File: src/rtl/game_control_pkg.sv
// Shared definitions for the game frame sequencer: state encodings, strobe
// constants and the state-to-strobe decode used by the controller.
package game_control_pkg;

  typedef enum logic [3:0] {
    S_INIT       = 4'd0,
    S_IDLE       = 4'd1,
    S_GEN_MOVE   = 4'd2,
    S_CHECK      = 4'd3,
    S_APPLY_LINK = 4'd4,
    S_MOVE_EN    = 4'd5,
    S_DRAW_MAP   = 4'd6,
    S_DRAW_LINK  = 4'd7,
    S_DRAW_EN    = 4'd8
  } state_t;

  localparam logic ON  = 1'b1;
  localparam logic OFF = 1'b0;

  localparam int NUM_STROBES = 9;

  // Bit order: {init, idle, gen_move, check_collide, apply_act_link,
  //             move_enemies, draw_map, draw_link, draw_enemies}
  function automatic logic [NUM_STROBES-1:0] strobe_decode(input state_t s);
    logic [NUM_STROBES-1:0] v;
    v = '0;
    case (s)
      S_INIT:       v = 9'b1_0000_0000;
      S_IDLE:       v = 9'b0_1000_0000;
      S_GEN_MOVE:   v = 9'b0_0100_0000;
      S_CHECK:      v = 9'b0_0010_0000;
      S_APPLY_LINK: v = 9'b0_0001_0000;
      S_MOVE_EN:    v = 9'b0_0000_1000;
      S_DRAW_MAP:   v = 9'b0_0000_0100;
      S_DRAW_LINK:  v = 9'b0_0000_0010;
      S_DRAW_EN:    v = 9'b0_0000_0001;
      default:      v = '0;
    endcase
    return v;
  endfunction

endpackage

File: src/rtl/game_control_phase_timer.sv
// Per-phase watchdog: down-counter reloaded to TIMEOUT-1 on clear, flags
// terminal count once TIMEOUT cycles have elapsed in the phase.
module phase_timer #(
  parameter int             W       = 20,
  parameter logic [W-1:0]   TIMEOUT = 20'd100000
) (
  input  logic clock,
  input  logic reset,
  input  logic clear,
  input  logic enable,
  output logic tc
);

  localparam logic [W-1:0] RELOAD = W'(TIMEOUT - 1'b1);

  logic [W-1:0] count;

  always_ff @(posedge clock) begin
    if (reset || clear) begin
      count <= RELOAD;
    end else if (enable && (count != '0)) begin
      count <= count - 1'b1;
    end
  end

  assign tc = (count == '0);

endmodule

File: src/rtl/game_control.sv
// Frame sequencer for the game datapath: walks the per-frame phases on the
// datapath done handshakes, with watchdog, pause and frame counting.
module game_control
  import game_control_pkg::*;
#(
  parameter int          INIT_CYCLES = 4,
  parameter logic [19:0] TIMEOUT     = 20'd100000,
  parameter int          FRAME_W     = 16
) (
  input  logic               clock,
  input  logic               reset,
  input  logic               pause,
  input  logic               idle_done,
  input  logic               check_collide_done,
  input  logic               draw_map_done,
  input  logic               draw_link_done,
  input  logic               draw_enemies_done,
  output logic               init,
  output logic               idle,
  output logic               gen_move,
  output logic               check_collide,
  output logic               apply_act_link,
  output logic               move_enemies,
  output logic               draw_map,
  output logic               draw_link,
  output logic               draw_enemies,
  output logic [FRAME_W-1:0] frame_count,
  output logic               timeout_err,
  output logic [3:0]         state_dbg
);

  localparam int IW = $clog2(INIT_CYCLES + 1);
  localparam logic [IW-1:0] INIT_LAST = IW'(INIT_CYCLES);

  state_t                 state, next_state, succ;
  logic                   arm;
  logic [IW-1:0]          init_cnt;
  logic [NUM_STROBES-1:0] strobe_q;
  logic                   timer_en, timer_clr, tc;
  logic                   done_ok, timed_out;

  phase_timer #(.W(20), .TIMEOUT(TIMEOUT)) u_timer (
    .clock  (clock),
    .reset  (reset),
    .clear  (timer_clr),
    .enable (timer_en),
    .tc     (tc)
  );

  // Wait states ignore done during their arm (first) cycle so a done left
  // high by the previous phase cannot cause an early or double advance.
  always_comb begin
    next_state = state;
    succ       = state;
    timer_en   = 1'b0;
    done_ok    = 1'b0;
    case (state)
      S_INIT:       if (init_cnt == INIT_LAST) next_state = S_IDLE;
      S_IDLE: begin
        succ     = S_GEN_MOVE;
        timer_en = !pause;
        done_ok  = idle_done && !pause;
      end
      S_GEN_MOVE:   next_state = S_CHECK;
      S_CHECK: begin
        succ     = S_APPLY_LINK;
        timer_en = 1'b1;
        done_ok  = !arm && check_collide_done;
      end
      S_APPLY_LINK: next_state = S_MOVE_EN;
      S_MOVE_EN:    next_state = S_DRAW_MAP;
      S_DRAW_MAP: begin
        succ     = S_DRAW_LINK;
        timer_en = 1'b1;
        done_ok  = !arm && draw_map_done;
      end
      S_DRAW_LINK: begin
        succ     = S_DRAW_EN;
        timer_en = 1'b1;
        done_ok  = !arm && draw_link_done;
      end
      S_DRAW_EN: begin
        succ     = S_IDLE;
        timer_en = 1'b1;
        done_ok  = !arm && draw_enemies_done;
      end
      default:      next_state = S_INIT;
    endcase
    timed_out = timer_en && tc && !done_ok;
    if (done_ok || timed_out) next_state = succ;
    // Paused idle is exempt from the watchdog, so it gets a fresh window on release.
    timer_clr = (next_state != state) || ((state == S_IDLE) && pause);
  end

  always_ff @(posedge clock) begin
    if (reset) begin
      state       <= S_INIT;
      arm         <= 1'b1;
      init_cnt    <= '0;
      strobe_q    <= '0;
      frame_count <= '0;
      timeout_err <= OFF;
    end else begin
      state    <= next_state;
      arm      <= (next_state != state);
      init_cnt <= ((state == S_INIT) && (next_state == S_INIT)) ? init_cnt + 1'b1 : '0;
      strobe_q <= strobe_decode(next_state);
      if (timed_out) timeout_err <= ON;
      if ((state == S_DRAW_EN) && (next_state == S_IDLE)) frame_count <= frame_count + 1'b1;
    end
  end

  assign {init, idle, gen_move, check_collide, apply_act_link,
          move_enemies, draw_map, draw_link, draw_enemies} = strobe_q;
  assign state_dbg = state;

endmodule

File: config.mk
export PLATFORM = sky130hd
export DESIGN_NAME = game_control
export DESIGN_NICKNAME = d
export VERILOG_FILES = /design/src/rtl/game_control_pkg.sv /design/src/rtl/game_control_phase_timer.sv /design/src/rtl/game_control.sv
export SDC_FILE = /design/constraint.sdc
export NUM_CORES = 1
export LEC_CHECK = 0
export CAP_MARGIN = 25
export CORE_MARGIN = 5
export CORE_UTILIZATION = 49
export DETAILED_ROUTE_END_ITERATION = 10
export HOLD_SLACK_MARGIN = 0.1
export PLACE_DENSITY = 0.82
export SLEW_MARGIN = 40
export SYNTH_ARGS = -nofsm -noshare
export SYNTH_HDL_FRONTEND = slang
export SYNTH_SLANG_ARGS = --single-unit
export TNS_END_PERCENT = 50
File: constraint.sdc
create_clock -name clock -period 2.5 [get_ports clock]
set_input_delay 0.25 -clock clock [delete_from_list [all_inputs] [get_ports clock]]
set_output_delay 0.25 -clock clock [all_outputs]
set_load 0.005 [all_outputs]
Word-level counts from Yosys, hierarchy flattened
Memory sizes are Yosys's and may differ from the RTL's. A register that Yosys moved wholly into a read port is not among the register bits. Index checks and enable logic that the tools add are counted.

Output and inout bits: 30. Flip-flop bits (word level): 45. Memories: 1. Bits in read-only memories: 144. Logic and storage cells: 52. Bits of input ports: 8.

Eq/ne operators: 11. Bitwise gates (word level): 1. Mux-type cells: 6. Add/subtract/negate cells: 3. Reduce and logical (&&, ||, !) cells: 24.

Memory list: (name not given) (words 16, width 9, rd ports 1, clocked after memory_dff 1, write ports 0, RTL line game_control_pkg.sv:27) `case (s)`.

Operator list (number): one-hot mux 4 bit (5 select lines) (2); logical NOT 20 bit (1); nonzero test 20 bit (1); subtractor 20 x 1 -> 20 bit, second input constant (1); adder 16 x 1 -> 16 bit, second input constant (1); equality test 4 x 3 -> 1 bit, second input constant (4); logical AND 1 bit (11); equality test 4 x 1 -> 1 bit, second input constant (2); equality test 4 x 2 -> 1 bit, second input constant (2); logical NOT 4 bit (2); two-way mux 4 bit (2); one-hot mux 1 bit (5 select lines) (1); OR reduction 5 bit (1); equality test 4 bit, second input constant (1); != test 4 bit (1); OR reduction 4 bit (1); adder 3 x 1 -> 3 bit, second input constant (1); equality test 3 bit, second input constant (1); logical NOT 1 bit (3); logical OR 1 bit (3); one-hot mux 1 bit (2 select lines) (1); OR reduction 2 bit (1); inverter 1 bit (1).

Longest topological paths before layout
Gate-level depths: netlist of run 1.

Word-level depth: 11. Mapped depth: 10. Gate-level depth less buffers: 8.

Hierarchy
Synthesis of run 1 repeated with hierarchy kept, for this count alone.

Cells, all modules: 328. Area total of the unflattened synthesis: 2854.0 sq um.

By module, submodules not included: game_control (times used 1, area each 1785.5 sq um, cells each 205, sequential area each 680.7 sq um); phase_timer (times used 1, area each 1068.5 sq um, cells each 123, sequential area each 400.4 sq um).

Worst setup path before layout of run 1
No wires, ideal clock.

Path kind: flip-flop to flip-flop. Start point: register state[3], in the netlist state_dbg[3]. End point: register u_timer.count[3]. Library setup time: 122 ps. Period minus slack after synthesis: 2733 ps. Arrival: 2611 ps. Path buffers: 1. Stages on the path, launching flop included: 8. Data required time: 2378 ps. Slack: -233 ps. Path through: dfxtp_1 clkbuf_1 or4b_1 o32ai_1 nor2_1 a222oi_1 o21ai_2 a221o_1.

Longest elaborated chain between the ends: 10. Elaborated cells on any way between the ends: 26. Classes of those cells: 9 x eq/ne; 6 x mux; 11 x reduce/logical.

Ends and longest elaborated chain: from (decl) (RTL line game_control.sv:35) `state_t state, next_state, succ;`; from (signal assigned) (RTL line game_control.sv:104) `state <= next_state;`; equality test 4 bit, or another cell as far along (RTL line game_control.sv:57) `case (state)`; OR reduction 4 bit (no line); one-hot mux 1 bit (2 select lines) (RTL line game_control.sv:57); logical AND 1 bit (2 in series) (RTL line game_control.sv:89) `timed_out = timer_en && tc && !done_ok;`; logical OR 1 bit (RTL line game_control.sv:90) `if (done_ok || timed_out) next_state = succ;`; two-way mux 4 bit (RTL line game_control.sv:90); != test 4 bit (RTL line game_control.sv:92) `timer_clr = (next_state != state) || ((state == S_IDLE) && pause);`; logical OR 1 bit (RTL line game_control.sv:92); logical OR 1 bit (RTL line game_control_phase_timer.sv:19) `if (reset || clear) begin`; to (signal assigned) (RTL line game_control_phase_timer.sv:22) `count <= count - 1'b1;`; to (decl) (RTL line game_control_phase_timer.sv:16) `logic [W-1:0] count;`.

Parallel ways exist; a longest one is shown, timed or not. A chain may end at the register's enable or synchronous reset.

Final worst setup path of run 1
Start point: register u_timer.count[13]. End point: register strobe_q[3].

Longest elaborated chain between the ends: 5.

Ends and longest elaborated chain: logical NOT 20 bit (RTL line game_control_phase_timer.sv:26) `assign tc = (count == '0);`; logical AND 1 bit (2 in series) (RTL line game_control.sv:89); logical OR 1 bit (RTL line game_control.sv:90); two-way mux 4 bit (RTL line game_control.sv:90); to (decl) (RTL line game_control.sv:38) `logic [NUM_STROBES-1:0] strobe_q;`.

Every way passes these cells.

==> reports/results.ini, run 1 <==
[yosys]
synthDistinctLibCells = 54
synth_seq_cells = 54
syn_avg_cell_area_um2 = 8.762
synthCells = 315
synth_top_area_share = 0.3917
post-synth-top-area-cell = dfxtp_1
synth_common_cells = 54 x dfxtp_1, 27 x nor2_1, 21 x a21oi_1
ys_async_sr_fraction = 0
synth.most_common_cell = dfxtp_1
ys.flop_type = dfxtp_1
yosysSeqAreaShare = 0.3917
synth_fp_nets = 328
synth.area.top_cells = dfxtp_1 39%, a211oi_2 4.5%, a21oi_1 3.8%, nor2_1 3.7%, o21ai_0 3.4%
synth-edff-count = 0
syn_area_um2 = 2760
yosys_warnings = 0

[min_path]
hold_path_depth = 2
hold_class = flip-flop to flip-flop
min_from = frame_count[10]
hold_end = frame_count[10]

[drt]
routed_wl_um = 7712
drc_errors = 0
first_pass_iters = 4
vias_per_cell = 5.858
antenna_left = 0
first_iter_violations = 144
wl_per_cell_um = 16.37
vias = 2759

[power_and_ir_drop]
power.density_nw_per_um2 = 493.5
max-vdd-ir-drop_uv = 431.3
p_leak_nw = 1.390

[place]
io_buffers = 37
gp_congestion = 0.9388
hpwl_um = 4883
place_area_um2 = 3538
place_inst = 452

[run]
maxCapViolations = 0

[finish]
fillCellCount = 376
syn2layout_area_growth_pct = 41.30
drive_gt1_frac = 0.2857
fin_area_um2 = 3900
instances_no_fill = 471
nets = 411
antenna_cells = 0

[clocking]
numCtsBuffers = 5
cts.htree.levels = 2
clk_latency_ns = 0.33
path_clk_slew_ns = 0.11
cts.path.max_buffers = 2
cts_tree = built
cts-root-buf = clkbuf_8
clock-sinks = 54

[sta]
fmax_ghz = 0.3809
fin_tns_setup_ns = -2.567
clock-skew-final_ns = 0.01151
worst_pin_slew_ns = 0.6108
timing.final.crit_share = 1.050
rsz0062_at_grt = true
finalCriticalPeriod_ns = 2.625
hold_viol = 0
holdWs_ns = 0.5151
setup_ws_ns = -0.1252
maxSlewViolCount = 0
slew_headroom = 0.5890
setup_viol = 37

[die]
rows = 27
core_area_um2 = 5507
ioPinCount = 38
die_x_um = 85.06
start_util = 0.5012
dieArea_um2 = 7234
fp.dieH_um = 85.06

[critical_path]
reg2reg_to = strobe_q[3]
path_cells = or4_4 > nor4b_4 > nand3_1 > a222oi_1 > buf_4 > buf_6 > buf_6 > nor3_4 > and3b_1
arrival_ns = 2.84
critPathLaunchType = flip-flop
crit_start = u_timer.count[13]
r2r_cells = 9
r2r_slack_ns = -0.13
required_ns = 2.72
crit_path_end_kind = flip-flop
cp_slowest_cell = or4_4
crit_top_cell = buf_6
slowest_delay_ns = 0.58
worstSetupPathType = flip-flop to flip-flop
crit_path_max_fanout = 4
reg2reg_from = u_timer.count[13]

[status]
outcome = finished with violations
violations = setup timing

[global_routing]
grt_overflow = 0
grt_pass1_vias = 2713
grt_max_degree = 21
grt_usage = 0.2011
antenna_found_initial = 0
grt_pass1_wl_um = 12080

## flip-flops by register name, summed over array words and instances (netlist names)
register,cells
frame_count,16
init_cnt,3
state_dbg,4
u_timer.count,20
strobe_q,9
timeout_err,1
arm,1
## worst max-delay path, delay by kind of cell (launching register included)
| family | cells | cell delay, ns |
|---|---|---|
| AO/OA/AOI/OAI | 1 | 0.40 |
| buffers and inverters | 3 | 0.43 |
| AND/OR/NAND/NOR | 5 | 1.37 |
| flip-flops | 1 | 0.33 |
## layout by cell type, fill, tap and decap left out, types with 12 or more instances in the layout
cell type        instances
buf_4                   53
dfxtp_1                 49
clkdlybuf4s50_1         37
nor2_1                  26
a21oi_1                 17
o21ai_0                 15
inv_1                   13
nand2_1                 12
or3_1                   12
## routing by layer
layer  up-vias  wire length (um)  global-route usage
li1       1332                 -                   -
met4         0               180             0.09640
met2        88              3855              0.3397
met5         -                 0                   0
met3        22               374             0.04272
met1      1317              3301              0.2417
## through the flow
step	power [mW]	util	setup slack, ns
2_1_floorplan	1.135	-	-0.1163
3_3_place_gp	1.237	0.6426	-0.2151
3_5_place_dp	1.250	0.6426	-0.3274
4_1_cts	1.861	0.6783	-0.02595
5_1_grt	2.011	0.7082	-0.2962
6_report	1.924	0.7082	-0.1252
## what timing repair did
action,in CTS,in global routing
resized for setup,7,34
pin swaps,8,16
buffers inserted,6,5
setup endpoints to repair,35,45
hold buffers,0,0
## cells by family (layout without fill, tap and decap cells)
logic type,count (synthesis),count (layout),synth area share
AND/OR/NAND/NOR,117,117,0.2434
XOR/XNOR,20,20,0.06346
adder cells (fa/ha/maj),5,5,0.02267
buffers and inverters,33,117,0.04987
multiplexers,4,4,0.01451
AO/OA/AOI/OAI,82,82,0.2144
flip-flops,54,54,0.3917
## worst max path at each step
stage	depth (start not counted)	slack, ns	to
after floorplan	7	-0.12	u_timer.count[3]
after global placement	8	-0.22	u_timer.count[3]
after detailed placement	9	-0.33	u_timer.count[18]
after CTS	7	-0.03	u_timer.count[15]
after global routing	8	-0.30	u_timer.count[11]
final	9	-0.13	strobe_q[3]
## layout make-up
cell class,instances,area (um^2),share of cell area
Timing Repair Buffer,96,862.1,0.2210
Sequential cell,54,1087,0.2788
Multi-Input combinational cell,228,1694,0.4344
Clock inverter,3,48.80,0.01251
Tap cell,72,90.09,0.02310
Inverter,13,48.80,0.01251
Clock buffer,5,68.82,0.01765
## report_power, final
group | internal (mW) | switching, mW | leakage, nW | total, mW
logic | 0.163 | 0.230 | 0.895 | 0.393
clock network | 0.306 | 0.323 | 0.0563 | 0.628
registers | 0.886 | 0.0172 | 0.438 | 0.904
total | 1.35 | 0.569 | 1.39 | 1.92
No activity file was read; power rests on OpenSTA's default activity.
==> run 2, diff against run 1 <==
Settings changed: ABC_CLOCK_PERIOD_IN_PS set to 2500.
==> results of run 2 <==
Same layout as run 1: the final DEF is identical, and so are final timing and power.
